File: config.mk
export PLATFORM = sky130hd
export DESIGN_NAME = inference_epoch_scheduler
export DESIGN_NICKNAME = d
export VERILOG_FILES = /design/src/rtl/inference_epoch_scheduler_pkg.sv /design/src/rtl/inference_epoch_scheduler_count_window_buffer.sv /design/src/rtl/inference_epoch_scheduler.sv
export SDC_FILE = /design/constraint.sdc
export NUM_CORES = 1
export LEC_CHECK = 0
export ABC_AREA = 0
export BUFFER_PORTS_ARGS = -buffer_cell sky130_fd_sc_hd__buf_4
export CAP_MARGIN = 20
export CORE_MARGIN = 10
export CORE_UTILIZATION = 60
export CTS_CLUSTER_SIZE = 12
export DETAILED_ROUTE_END_ITERATION = 12
export GPL_TIMING_DRIVEN = 0
export PLACE_DENSITY = 0.81
export SLEW_MARGIN = 20
export SYNTH_ARGS = -nofsm -noshare
export SYNTH_HDL_FRONTEND = slang
export SYNTH_SLANG_ARGS = --single-unit
File: constraint.sdc
create_clock -name clk -period 5.63 [get_ports clk]
set_input_delay 1.126 -clock clk [delete_from_list [all_inputs] [get_ports clk]]
set_output_delay 1.126 -clock clk [all_outputs]
set_load 0.01 [all_outputs]
File: src/rtl/inference_epoch_scheduler_pkg.sv
// Shared types and sizing constants for the per-epoch inference sequencer.
package inference_epoch_scheduler_pkg;

  localparam int unsigned MAX_LAYER_DEPTH  = 16;
  localparam int unsigned INPUT_DATA_WIDTH = 16;
  localparam int unsigned SCHED_WINDOW     = 8;
  localparam int unsigned COUNT_WIDTH      = 8;
  localparam int unsigned CLASS_WIDTH      = 8;

  typedef enum logic [2:0] {
    IDLE  = 3'd0,
    LOAD  = 3'd1,
    START = 3'd2,
    WAIT  = 3'd3,
    PUSH  = 3'd4
  } sched_state_t;

  typedef struct packed {
    logic [CLASS_WIDTH-1:0] class_idx;
    logic [COUNT_WIDTH-1:0] count;
  } epoch_record_t;

endpackage

File: src/rtl/inference_epoch_scheduler_count_window_buffer.sv
// Circular buffer of the most recent epoch counts with a saturating fill counter.
// Reads are addressed by offset from the oldest entry.
module count_window_buffer
  import inference_epoch_scheduler_pkg::*;
#(
  parameter int unsigned WINDOW    = SCHED_WINDOW,
  parameter int unsigned PTR_WIDTH = (WINDOW > 1) ? $clog2(WINDOW) : 1
) (
  input  logic                   clk,
  input  logic                   rst_n,
  input  logic                   wr_en,
  input  logic [COUNT_WIDTH-1:0] wr_data,
  input  logic                   clear_fill,
  input  logic [PTR_WIDTH-1:0]   rd_offset,
  output logic [COUNT_WIDTH-1:0] rd_data,
  output logic [COUNT_WIDTH-1:0] newest,
  output logic                   full,
  output logic                   full_next_c
);

  localparam int unsigned FILL_WIDTH = $clog2(WINDOW + 1);
  localparam int unsigned SUM_WIDTH  = PTR_WIDTH + 1;

  logic [COUNT_WIDTH-1:0] mem_q [WINDOW];
  logic [PTR_WIDTH-1:0]   wr_ptr_q;
  logic [FILL_WIDTH-1:0]  fill_q;
  logic [FILL_WIDTH-1:0]  fill_d;
  logic [SUM_WIDTH-1:0]   rd_sum;
  logic [PTR_WIDTH-1:0]   rd_idx;
  logic [PTR_WIDTH-1:0]   newest_idx;

  // Enable rise restarts the fill count; a same-cycle write still counts.
  always_comb begin
    fill_d = clear_fill ? '0 : fill_q;
    if (wr_en && (fill_d != FILL_WIDTH'(WINDOW))) begin
      fill_d = fill_d + FILL_WIDTH'(1);
    end
  end

  assign full_next_c = (fill_d == FILL_WIDTH'(WINDOW));

  // Write pointer always sits on the oldest entry, so offset 0 is oldest.
  always_comb begin
    rd_sum = {1'b0, wr_ptr_q} + {1'b0, rd_offset};
    if (rd_sum >= SUM_WIDTH'(WINDOW)) begin
      rd_idx = PTR_WIDTH'(rd_sum - SUM_WIDTH'(WINDOW));
    end else begin
      rd_idx = PTR_WIDTH'(rd_sum);
    end
    newest_idx = (wr_ptr_q == '0) ? PTR_WIDTH'(WINDOW - 1) : (wr_ptr_q - PTR_WIDTH'(1));
  end

  assign rd_data = mem_q[rd_idx];
  assign newest  = mem_q[newest_idx];

  always_ff @(posedge clk or negedge rst_n) begin
    if (!rst_n) begin
      wr_ptr_q <= '0;
      fill_q   <= '0;
      full     <= 1'b0;
      for (int i = 0; i < int'(WINDOW); i++) begin
        mem_q[i] <= '0;
      end
    end else begin
      fill_q <= fill_d;
      full   <= full_next_c;
      if (wr_en) begin
        mem_q[wr_ptr_q] <= wr_data;
        wr_ptr_q        <= (wr_ptr_q == PTR_WIDTH'(WINDOW - 1)) ? '0 : (wr_ptr_q + PTR_WIDTH'(1));
      end
    end
  end

endmodule

File: src/rtl/inference_epoch_scheduler.sv
// Sequences window load, NN start, result wait and FIFO push for every new
// epoch count once the feature window is full.
module inference_epoch_scheduler
  import inference_epoch_scheduler_pkg::*;
#(
  parameter int unsigned WINDOW         = SCHED_WINDOW,
  parameter int unsigned ADDR_WIDTH     = $clog2(MAX_LAYER_DEPTH),
  parameter int unsigned DATA_WIDTH     = INPUT_DATA_WIDTH,
  parameter int unsigned TIMEOUT_CYCLES = 65535
) (
  input  logic                  clk,
  input  logic                  reset,
  input  logic                  i_enable,
  input  logic [7:0]            i_count,
  input  logic                  i_count_valid,
  output logic [ADDR_WIDTH-1:0] o_nn_addr,
  output logic [DATA_WIDTH-1:0] o_nn_data,
  output logic                  o_nn_we,
  output logic                  o_nn_valid,
  output logic                  o_nn_start,
  input  logic                  i_nn_done,
  input  logic [7:0]            i_nn_predicted_class,
  output logic                  o_fifo_input_valid,
  output logic [15:0]           o_fifo_input_data,
  input  logic                  i_fifo_ready_for_input,
  output logic                  o_busy,
  output logic                  o_window_full,
  output logic                  o_dropped,
  output logic                  o_timeout,
  input  logic                  i_clear_flags
);

  localparam int unsigned PTR_WIDTH = (WINDOW > 1) ? $clog2(WINDOW) : 1;
  localparam int unsigned TO_WIDTH  = $clog2(TIMEOUT_CYCLES + 1);

  sched_state_t          state_q, state_d;
  logic [ADDR_WIDTH-1:0] idx_q, idx_d;
  logic [TO_WIDTH-1:0]   tcnt_q, tcnt_d;
  epoch_record_t         rec_q, rec_d;
  logic                  pending_q, pending_d;
  logic                  enable_q;

  logic [ADDR_WIDTH-1:0] nn_addr_q, nn_addr_d;
  logic [DATA_WIDTH-1:0] nn_data_q, nn_data_d;
  logic                  nn_we_q, nn_we_d;
  logic                  nn_start_q, nn_start_d;
  logic                  fifo_valid_q, fifo_valid_d;
  logic                  busy_q, busy_d;
  logic                  dropped_q, dropped_d;
  logic                  timeout_q, timeout_d;

  logic                   enable_rise;
  logic [PTR_WIDTH-1:0]   rd_offset;
  logic [COUNT_WIDTH-1:0] rd_data;
  logic [COUNT_WIDTH-1:0] newest;
  logic                   window_full;
  logic                   full_next_c;

  assign enable_rise = i_enable & ~enable_q;

  // Fetch the word that will be presented on the next cycle.
  assign rd_offset = (state_q == LOAD) ? PTR_WIDTH'(idx_q + ADDR_WIDTH'(1)) : '0;

  count_window_buffer #(
    .WINDOW    (WINDOW),
    .PTR_WIDTH (PTR_WIDTH)
  ) u_window (
    .clk         (clk),
    .rst_n       (reset),
    .wr_en       (i_count_valid),
    .wr_data     (i_count),
    .clear_fill  (enable_rise),
    .rd_offset   (rd_offset),
    .rd_data     (rd_data),
    .newest      (newest),
    .full        (window_full),
    .full_next_c (full_next_c)
  );

  // Next state and next registered outputs.
  always_comb begin
    state_d      = state_q;
    idx_d        = idx_q;
    tcnt_d       = tcnt_q;
    rec_d        = rec_q;
    pending_d    = pending_q;
    nn_addr_d    = '0;
    nn_data_d    = '0;
    nn_we_d      = 1'b0;
    nn_start_d   = 1'b0;
    fifo_valid_d = 1'b0;
    dropped_d    = dropped_q;
    timeout_d    = timeout_q;

    if (i_clear_flags) begin
      dropped_d = 1'b0;
      timeout_d = 1'b0;
    end

    unique case (state_q)
      IDLE: begin
        if (pending_q && i_enable) begin
          state_d     = LOAD;
          pending_d   = 1'b0;
          rec_d.count = newest;
          idx_d       = '0;
          nn_we_d     = 1'b1;
          nn_data_d   = DATA_WIDTH'(rd_data);
        end
      end
      LOAD: begin
        if (idx_q == ADDR_WIDTH'(WINDOW - 1)) begin
          state_d    = START;
          nn_start_d = 1'b1;
          tcnt_d     = '0;
        end else begin
          idx_d     = idx_q + ADDR_WIDTH'(1);
          nn_we_d   = 1'b1;
          nn_addr_d = idx_q + ADDR_WIDTH'(1);
          nn_data_d = DATA_WIDTH'(rd_data);
        end
      end
      START: begin
        state_d = WAIT;
        tcnt_d  = tcnt_q + TO_WIDTH'(1);
      end
      WAIT: begin
        // Counter holds cycles elapsed since the start pulse.
        if (i_nn_done) begin
          rec_d.class_idx = i_nn_predicted_class;
          state_d         = PUSH;
          fifo_valid_d    = 1'b1;
        end else if (tcnt_q == TO_WIDTH'(TIMEOUT_CYCLES - 1)) begin
          timeout_d = 1'b1;
          state_d   = IDLE;
        end else begin
          tcnt_d = tcnt_q + TO_WIDTH'(1);
        end
      end
      PUSH: begin
        if (i_fifo_ready_for_input) begin
          state_d = IDLE;
        end else begin
          fifo_valid_d = 1'b1;
        end
      end
      default: state_d = IDLE;
    endcase

    // A new request overrides the launch-time clear; extra requests collapse.
    if (i_count_valid) begin
      if (pending_q && (state_q != IDLE)) begin
        dropped_d = 1'b1;
      end
      if (i_enable && full_next_c) begin
        pending_d = 1'b1;
      end
    end

    busy_d = (state_d != IDLE);
  end

  always_ff @(posedge clk or negedge reset) begin
    if (!reset) begin
      state_q      <= IDLE;
      idx_q        <= '0;
      tcnt_q       <= '0;
      rec_q        <= '0;
      pending_q    <= 1'b0;
      enable_q     <= 1'b0;
      nn_addr_q    <= '0;
      nn_data_q    <= '0;
      nn_we_q      <= 1'b0;
      nn_start_q   <= 1'b0;
      fifo_valid_q <= 1'b0;
      busy_q       <= 1'b0;
      dropped_q    <= 1'b0;
      timeout_q    <= 1'b0;
    end else begin
      state_q      <= state_d;
      idx_q        <= idx_d;
      tcnt_q       <= tcnt_d;
      rec_q        <= rec_d;
      pending_q    <= pending_d;
      enable_q     <= i_enable;
      nn_addr_q    <= nn_addr_d;
      nn_data_q    <= nn_data_d;
      nn_we_q      <= nn_we_d;
      nn_start_q   <= nn_start_d;
      fifo_valid_q <= fifo_valid_d;
      busy_q       <= busy_d;
      dropped_q    <= dropped_d;
      timeout_q    <= timeout_d;
    end
  end

  assign o_nn_addr          = nn_addr_q;
  assign o_nn_data          = nn_data_q;
  assign o_nn_we            = nn_we_q;
  assign o_nn_valid         = nn_we_q;
  assign o_nn_start         = nn_start_q;
  assign o_fifo_input_valid = fifo_valid_q;
  assign o_fifo_input_data  = rec_q;
  assign o_busy             = busy_q;
  assign o_window_full      = window_full;
  assign o_dropped          = dropped_q;
  assign o_timeout          = timeout_q;

endmodule

==> results.json, run 1 <==
{
  "outcome": "complete, no violations",
  "h-tree-depth": 4,
  "drtIter0Drc": 391,
  "cp_max_fo": 10,
  "post-synth-top-count-cell": "dfrtp_1",
  "cts_sinks": 131,
  "fin_nets": 594,
  "synth.area.top_cells": "dfrtp_1 (51%), mux4_2 (11%), mux2_2 (10%)",
  "arrival_ps": 3990,
  "vias_per_cell": 6.06,
  "worst_ep_required_time_ps": 6030,
  "wl_per_cell_um": 20.9,
  "fin_util_pct": 74.3,
  "ys_ff_latch": 131,
  "syn2layout_area_growth_pct": 19.8,
  "asyncSetResetFlopFracSynth_pct": 100,
  "num_vias": 4298,
  "start_util_pct": 62.1,
  "pin_count": 67,
  "cts_tree": "done",
  "synth_edf_count": 0,
  "post-dp-hpwl_um": 9740,
  "max_slew.worst_pin.slew_ps": 979,
  "core_area_mm2": 0.0104,
  "skew_ps": 7.58,
  "wl_um": 14800,
  "finalSetupTns_ps": 0,
  "grt_overflow": 0,
  "clock_latency_ps": 530,
  "dp_cells": 677,
  "hold_class": "reg2reg",
  "io_buffers": 58,
  "drive_gt1_share_pct": 39.3,
  "synth_flop_cell": "dfrtp_1",
  "fin_cells": 709,
  "synth_common_cells": "dfrtp_1 (131), mux2_2 (59), mux4_2 (32), nand2_1 (32), mux2i_1 (20)",
  "antenna_found_initial": 0,
  "grt_setup_unrepaired": "false",
  "drv_slew": 0,
  "die_w_um": 124,
  "maxCapViolations": 0,
  "hold_viol": 0,
  "ant_nets": 0,
  "drc": 0,
  "grt_util_all_layers_pct": 20.2,
  "place_congestion": 0.782,
  "ctsHoldBuffers": 0,
  "path_class": "reg2reg",
  "endpoint_kind": "flip-flop",
  "grt_max_degree": 84,
  "clockRootBuffer": "clkbuf_8",
  "postSynthCellCount": 475,
  "rows": 37,
  "die_area_mm2": 0.0153,
  "ys_seq_area_share_pct": 50.7,
  "vdd_drop_max_uv": 342,
  "antenna-diode-count": 0,
  "period_share_pct": 63.7,
  "cts_setup_buffers": 0,
  "power_density_mw_per_mm2": 650,
  "synth_area_leader_cell": "dfrtp_1",
  "fill_cells": 662,
  "critPathLaunchType": "flip-flop",
  "grt_pass1_vias": 4505,
  "cts_made_buffers": 17,
  "cts_resized": 0,
  "syn_avg_cell_area_um2": 13.6,
  "max_freq_mhz": 279,
  "clock_path_buffers": 2,
  "p_leak_nw": 3.51,
  "die_h_um": 124,
  "finalSetupViolations": 0,
  "ys.warnings.count": 0,
  "synth_top_cell_area_share_pct": 50.7,
  "drt-pass1-iter-count": 5,
  "syn_area_mm2": 0.00646,
  "synth_cell_types": 58,
  "timing.hold.ws_ps": 488,
  "post-route-min-period_ps": 3580,
  "clk_pin_slew_ps": 60,
  "grt_pass1_wl_um": 23800,
  "maxSlewHeadroom_pct": 34.3
}
through the flow:
stage	power [mW]	worst slack, ps	area (um2)
2_1_floorplan	3.23	2830	6490
3_3_place_gp	3.74	2230	7100
3_5_place_dp	3.87	2160	7130
4_1_cts	5.05	2060	7740
5_1_grt	5.32	1910	7740
6_report	5.03	2050	7740
cell type report:
type | instances | area, um2 | area share [%]
plain buffers | 26 | 153 | 1.97
clock buffers | 19 | 432 | 5.58
clock inverters | 13 | 183 | 2.36
inverters | 15 | 56.3 | 0.727
multi-input cells | 310 | 3000 | 38.8
flip-flops and latches | 131 | 3280 | 42.3
well taps | 136 | 170 | 2.20
repair buffers | 59 | 467 | 6.03
path summary, 6_finish.rpt:
| kind | from | endpoint | slack (ps) | cells after the start |
|---|---|---|---|---|
| max | state_q[1] | o_nn_data[0] | 2050 | 10 |
| min | o_fifo_input_data[1] | o_fifo_input_data[1] | 490 | 2 |
| max reg2reg | state_q[1] | o_nn_data[0] | 2050 | 10 |
| min reg2reg | o_fifo_input_data[1] | o_fifo_input_data[1] | 490 | 2 |
| max in group asynchronous | reset | u_window.mem_q[16] | 4290 | 2 |
| min in group asynchronous | reset | o_timeout | 530 | 1 |
sequential cells by signal (all words and copies together), names as in the netlist:
name                count
enable_q                1
o_nn_addr               4
o_fifo_input_valid      1
o_busy                  1
o_timeout               1
idx_q                   4
o_nn_data               8
u_window.fill_q         4
tcnt_q                 16
state_q                 3
u_window.wr_ptr_q       3
pending_q               1
o_nn_valid              1
o_dropped               1
o_fifo_input_data      16
u_window.mem_q         64
u_window.full           1
o_nn_start              1
cells in the final DEF (no fill, tap or decap), drive strengths merged, types with 2 or more instances in the layout:
| cell | netlist | layout |
|---|---|---|
| nor3b | 3 | 3 |
| clkinv | 0 | 4 |
| mux4 | 32 | 32 |
| nand2 | 33 | 33 |
| o41ai | 4 | 4 |
| inv | 15 | 16 |
| nand2b | 4 | 4 |
| buf | 19 | 78 |
| o31ai | 3 | 3 |
| o21ai | 15 | 15 |
| clkbuf | 7 | 26 |
| conb | 1 | 8 |
| or3 | 5 | 5 |
| a21o | 5 | 5 |
| a21oi | 9 | 9 |
| or2 | 3 | 3 |
| a2111oi | 5 | 5 |
| mux2i | 20 | 20 |
| dfrtp | 131 | 131 |
| nor2 | 20 | 20 |
| bufinv | 0 | 4 |
| and3 | 3 | 3 |
| ha | 10 | 10 |
| nand3 | 12 | 12 |
| xnor2 | 8 | 8 |
| xor2 | 3 | 3 |
| and2 | 3 | 3 |
| nor3 | 7 | 7 |
| nand4 | 8 | 8 |
| nand3b | 2 | 2 |
| clkinvlp | 0 | 4 |
| mux2 | 74 | 74 |
cell families (layout without fill, tap and decap cells):
family	Yosys count	in the layout	synth area share, %
buffers and inverters	41	132	3.23
muxes	126	126	27.1
adders and majority gates	11	11	2.25
and+or+nand+nor	108	108	9.15
other	1	8	0.0580
xor gates and xnor gates	11	11	1.78
DFF	131	131	50.7
AOI/OAI and AO/OA	46	46	5.69
metal layers:
metal,track usage [%],wire (um),vias to the layer above
met3,5.07,1010,23
met2,34.4,7710,139
met4,7.13,179,0
met1,24.4,5920,2224
met5,0,0,-
li1,-,-,1912
power breakdown:
| part | internal [mW] | switching, mW |
|---|---|---|
| combinational | 1.16 | 1.05 |
| sequential | 1.36 | 0.322 |
| clock | 0.730 | 0.410 |
worst max-delay path: stages (launching register included):
cell	delay, ps
dfrtp_1	450
or3b_4	450
nor2_1	140
ha_1	190
inv_1	60
fa_1	470
clkbuf_1	430
clkbuf_1	590
mux4_2	440
mux2i_1	180
nor2_1	50
Note: power is estimated with default switching activity, not from simulation.
==> run 2, diff against run 1 <==
--- a/config.mk
+++ b/config.mk
@@ -9,11 +9,11 @@
 export BUFFER_PORTS_ARGS = -buffer_cell sky130_fd_sc_hd__buf_4
 export CAP_MARGIN = 20
 export CORE_MARGIN = 10
-export CORE_UTILIZATION = 60
+export CORE_UTILIZATION = 59
 export CTS_CLUSTER_SIZE = 12
 export DETAILED_ROUTE_END_ITERATION = 12
 export GPL_TIMING_DRIVEN = 0
-export PLACE_DENSITY = 0.81
+export PLACE_DENSITY = 0.8
 export SLEW_MARGIN = 20
 export SYNTH_ARGS = -nofsm -noshare
 export SYNTH_HDL_FRONTEND = slang
==> constraint.sdc (replaced) <==
create_clock -name clk -period 3.6 [get_ports clk]
set_input_delay 0.72 -clock clk [delete_from_list [all_inputs] [get_ports clk]]
set_output_delay 0.72 -clock clk [all_outputs]
set_load 0.01 [all_outputs]
==> results.json, run 2 (synthesized netlist as in run 1, its figures left out) <==
{
  "ant_nets": 0,
  "grt_max_degree": 84,
  "vdd_drop_max_uv": 547,
  "hold_viol": 0,
  "grt_pass1_wl_um": 24300,
  "clock_latency_ps": 540,
  "r2r_end": "o_nn_data[5]",
  "cts_made_buffers": 17,
  "r2r_slack_ps": 290,
  "clk_pin_slew_ps": 60,
  "die_h_um": 125,
  "cts_tree": "done",
  "finalSetupViolations": 0,
  "hold_class": "in2async",
  "start_util_pct": 59.9,
  "pwr-share-seq_pct": 34.0,
  "post-dp-hpwl_um": 9950,
  "p_leak_nw": 3.50,
  "wl_per_cell_um": 20.7,
  "cts_resized": 0,
  "cts_sinks": 131,
  "die_area_mm2": 0.0155,
  "cp_cell_sequence": "or3b_4 > nor2_1 > ha_1 > inv_1 > fa_1 > clkbuf_1 > clkbuf_2 > mux4_2 > mux2i_1 > nor2_1",
  "p_clk_share_pct": 21.7,
  "antenna-diode-count": 0,
  "worst_ep_required_time_ps": 4010,
  "antenna_found_initial": 0,
  "r2r-start": "state_q[1]",
  "maxCapViolations": 0,
  "final_common_cell": "dfrtp_1",
  "p_int_mw": 5.00,
  "rows": 38,
  "drive_gt1_share_pct": 38.9,
  "drc": 0,
  "vias_per_cell": 5.95,
  "maxSlewHeadroom_pct": 33.6,
  "die_w_um": 125,
  "num_vias": 4245,
  "cpMostUsedCell": "nor2_1",
  "io_buffers": 58,
  "drv_slew": 0,
  "share_comb_of_total_power_pct": 44.4,
  "endpoint_kind": "flip-flop",
  "drtIter0Drc": 304,
  "power_switching_mw": 2.79,
  "cp_max_fo": 10,
  "critPathLaunchType": "flip-flop",
  "max_slew.worst_pin.slew_ps": 991,
  "grt_setup_unrepaired": "false",
  "drt-pass1-iter-count": 4,
  "pin_count": 67,
  "r2r_cells": 10,
  "multi_input_comb_area_mm2": 0.00300,
  "core_area_mm2": 0.0108,
  "fill_cells": 717,
  "grt_util_all_layers_pct": 19.5,
  "fin_nets": 594,
  "path_buf_inv": 3,
  "path_class": "reg2reg",
  "grt_overflow": 0,
  "largest_reg_flops": 64,
  "regMostFlops": "u_window.mem_q",
  "seq_area_mm2": 0.00328,
  "cts_setup_buffers": 0,
  "arrival_ps": 3720,
  "max_freq_mhz": 302,
  "wl_um": 14800,
  "post-route-min-period_ps": 3310,
  "pre_cts_ws_ps": 87.7,
  "layout_common_cells": "dfrtp_1 (131), buf_4 (67), mux2_2 (59)",
  "period_share_pct": 92.0,
  "skew_ps": 6.74,
  "crit_slowest_cell": "fa_1",
  "setup_slack_ps": 288,
  "cpLargestDelayFamily": "buffers and inverters",
  "place_congestion": 0.847,
  "power_density_mw_per_mm2": 1010,
  "clockRootBuffer": "clkbuf_8",
  "max_stage_delay_ps": 470,
  "finalSetupTns_ps": 0,
  "swShare_pct": 35.8,
  "syn2layout_area_growth_pct": 19.3,
  "ctsHoldBuffers": 0,
  "grt_pass1_vias": 4522,
  "h-tree-depth": 4,
  "outcome": "complete, no violations",
  "clock_path_buffers": 2
}
==> run 2: final cells by class <==
class / count / area share (%)
multi-input cells: 310 / 39.0
clock buffers: 22 / 5.74
flip-flops and latches: 131 / 42.5
well taps: 140 / 2.27
inverters: 15 / 0.730
plain buffers: 26 / 2.00
clock inverters: 10 / 1.72
repair buffers: 59 / 6.05
==> run 2: metrics by stage <==
stage               hold WS (ps)  instances  cell area (um2)  util (%)  power (mW)
finish                       222        713             7710      71.4        7.79
global route                 279        713             7710      71.4        8.25
CTS                          264        713             7710      71.4        7.81
detailed placement           482        681             7130      66.1        6.09
global placement             474        680             7100      65.8        5.90
floorplan                    424        482             6490         -        5.05
==> run 2: worst max-delay path by stage <==
stage	to	cells after the start	start
after CTS	o_nn_data[5]	10	state_q[1]
final	o_nn_data[5]	10	state_q[1]
after floorplan	o_nn_data[5]	10	state_q[1]
after global placement	o_nn_data[5]	10	state_q[1]
after global routing	o_nn_data[5]	10	state_q[1]
after detailed placement	o_nn_data[5]	10	state_q[1]
==> run 2: layer usage <==
metal  part of all wire [%]  vias up  global-route usage, %
met5                      0        -                      0
met4                    1.5        0                   7.27
met3                    5.8       16                   5.40
met2                     49      127                   30.2
met1                     44     2198                   25.5
li1                       -     1904                      -
==> run 2: power by group through the flow <==
stage               Clock (mW)  Sequential, mW  Combinational, mW
finish                    1.69            2.65               3.46
global route              1.77            2.72               3.75
CTS                       1.70            2.63               3.48
detailed placement           0            2.64               3.44
global placement             0            2.57               3.33
floorplan                    0            2.55               2.50
==> run 3, diff against run 2 <==
--- a/config.mk
+++ b/config.mk
@@ -6,14 +6,14 @@
 export NUM_CORES = 1
 export LEC_CHECK = 0
 export ABC_AREA = 0
-export BUFFER_PORTS_ARGS = -buffer_cell sky130_fd_sc_hd__buf_4
 export CAP_MARGIN = 20
 export CORE_MARGIN = 10
-export CORE_UTILIZATION = 59
+export CORE_UTILIZATION = 60
 export CTS_CLUSTER_SIZE = 12
 export DETAILED_ROUTE_END_ITERATION = 12
+export DONT_BUFFER_PORTS = 1
 export GPL_TIMING_DRIVEN = 0
-export PLACE_DENSITY = 0.8
+export PLACE_DENSITY = 0.76
 export SLEW_MARGIN = 20
 export SYNTH_ARGS = -nofsm -noshare
 export SYNTH_HDL_FRONTEND = slang
==> results.json, run 3 (synthesized netlist as in run 1, its figures left out) <==
{
  "r2r_end": "o_nn_data[3]",
  "grt_pass1_wl_um": 22800,
  "antenna_found_initial": 0,
  "cts_tree": "done",
  "max_freq_mhz": 304,
  "vias_per_cell": 6.07,
  "fin_area_mm2": 0.00728,
  "multi_input_comb_area_mm2": 0.00300,
  "clk_pin_slew_ps": 60,
  "cts_made_buffers": 17,
  "grt_setup_unrepaired": "false",
  "pwr-share-seq_pct": 35.8,
  "clock_latency_ps": 530,
  "post-route-min-period_ps": 3290,
  "clock_path_buffers": 2,
  "r2r-start": "state_q[1]",
  "syn2layout_area_growth_pct": 12.7,
  "endpoint_kind": "flip-flop",
  "period_share_pct": 91.3,
  "antenna-diode-count": 0,
  "clockRootBuffer": "clkbuf_8",
  "crit_path_end": "o_nn_data[3]",
  "postPlaceCellArea_mm2": 0.00666,
  "drive_gt1_share_pct": 32.5,
  "grt_overflow": 0,
  "r2r_slack_ps": 310,
  "pre_cts_ws_ps": 121,
  "drt-pass1-iter-count": 4,
  "num_vias": 3946,
  "startpoint": "state_q[1]",
  "final_common_cell": "dfrtp_1",
  "power_switching_mw": 2.63,
  "critPathLaunchType": "flip-flop",
  "maxCapViolations": 0,
  "ant_nets": 0,
  "core_area_mm2": 0.0104,
  "drc": 0,
  "place_congestion": 0.790,
  "die_h_um": 124,
  "wl_per_cell_um": 21.9,
  "p_leak_nw": 3.22,
  "layout_common_cells": "dfrtp_1 (131), mux2_2 (59), nand2_1 (32), mux4_2 (32), mux2i_1 (20)",
  "worst_ep_required_time_ps": 4000,
  "cp_max_fo": 10,
  "grt_util_all_layers_pct": 19.8,
  "r2r_cells": 10,
  "drv_slew": 0,
  "rows": 37,
  "seq_area_mm2": 0.00328,
  "vdd_drop_max_uv": 592,
  "finalSetupViolations": 0,
  "cts_sinks": 131,
  "h-tree-depth": 4,
  "start_util_pct": 62.1,
  "path_class": "reg2reg",
  "die_area_mm2": 0.0153,
  "finalSetupTns_ps": 0,
  "drtIter0Drc": 305,
  "p_int_mw": 4.93,
  "largest_reg_flops": 64,
  "share_comb_of_total_power_pct": 40.7,
  "regMostFlops": "u_window.mem_q",
  "outcome": "finished, violations left",
  "violations": "hold timing",
  "p_clk_share_pct": 23.5,
  "io_buffers": 0,
  "wl_um": 14200,
  "maxSlewHeadroom_pct": 30.2,
  "power_density_mw_per_mm2": 1040,
  "fin_cells": 650,
  "dp_cells": 618,
  "fill_cells": 705,
  "max_slew.worst_pin.slew_ps": 1040,
  "post-dp-hpwl_um": 9240,
  "hold_class": "in2async",
  "skew_ps": 6.58,
  "fin_nets": 535,
  "pin_count": 67,
  "setup_slack_ps": 314,
  "die_w_um": 124,
  "grt_max_degree": 132,
  "hold_viol": 131,
  "swShare_pct": 34.8,
  "timing.hold.ws_ps": -112,
  "arrival_ps": 3690,
  "grt_pass1_vias": 4252
}
## run 3: cell types whose count changed in the layout (fill, tap and decap cells not counted)
cell	previous run	this run
clkbuf_8	2	7
buf_4	67	10
clkbuf_1	10	7
buf_16	1	0
clkinv_4	0	1
clkinvlp_4	3	1
buf_6	2	1
clkinv_2	4	3
## run 3: routing by layer
layer | track usage [%] | vias to the layer above | wire [um]
li1 | - | 1787 | -
met1 | 22.8 | 1997 | 5520
met2 | 32.3 | 134 | 7070
met3 | 7.15 | 28 | 1330
met4 | 9.68 | 0 | 326
met5 | 0 | - | 0
## run 3: stage by stage
step | power, mW | utilization [%]
floorplan | 5.05 | -
global placement | 5.64 | 64.0
detailed placement | 5.79 | 64.0
CTS | 7.60 | 69.9
global route | 8.02 | 69.9
finish | 7.56 | 69.9
## run 3: cell type report
type,count,share of cell area [%]
tap,136,2.34
sequential,131,45.0
clock buffer,24,6.87
clock inverter,8,1.67
multi-input combinational,310,41.2
inverter,15,0.773
buffer,26,2.11
## run 3: power by group through the flow
stage	clock, mW	sequential (mW)	combinational, mW
floorplan	0	2.55	2.50
global placement	0	2.67	2.98
detailed placement	0	2.71	3.07
CTS	1.81	2.70	3.09
global route	1.87	2.81	3.34
finish	1.78	2.71	3.07
## run 3: how the worst min path moves through the flow
stage	cells after the start	slack [ps]	start	end
detailed placement	0	430	reset	o_fifo_input_data[11]
finish	0	-110	reset	o_fifo_input_data[11]
CTS	0	-140	reset	o_fifo_input_data[11]
global route	0	-140	reset	u_window.fill_q[3]
floorplan	0	420	reset	enable_q
global placement	0	430	reset	u_window.fill_q[2]
## run 3: timing repair
action | 4_1_cts | 5_1_grt
setup endpoints to repair | 0 | 8
setup buffers | 0 | 0
hold endpoints to repair | 131 | 131
gates resized for setup | 0 | 2
## run 3: worst max-delay path: stages, from the launching register on
cell,delay (ps)
dfrtp_1,450
or3b_4,460
nor2_1,120
ha_1,150
inv_1,50
fa_1,480
clkbuf_1,460
clkbuf_2,440
mux4_2,360
mux2i_1,150
nor2_1,70
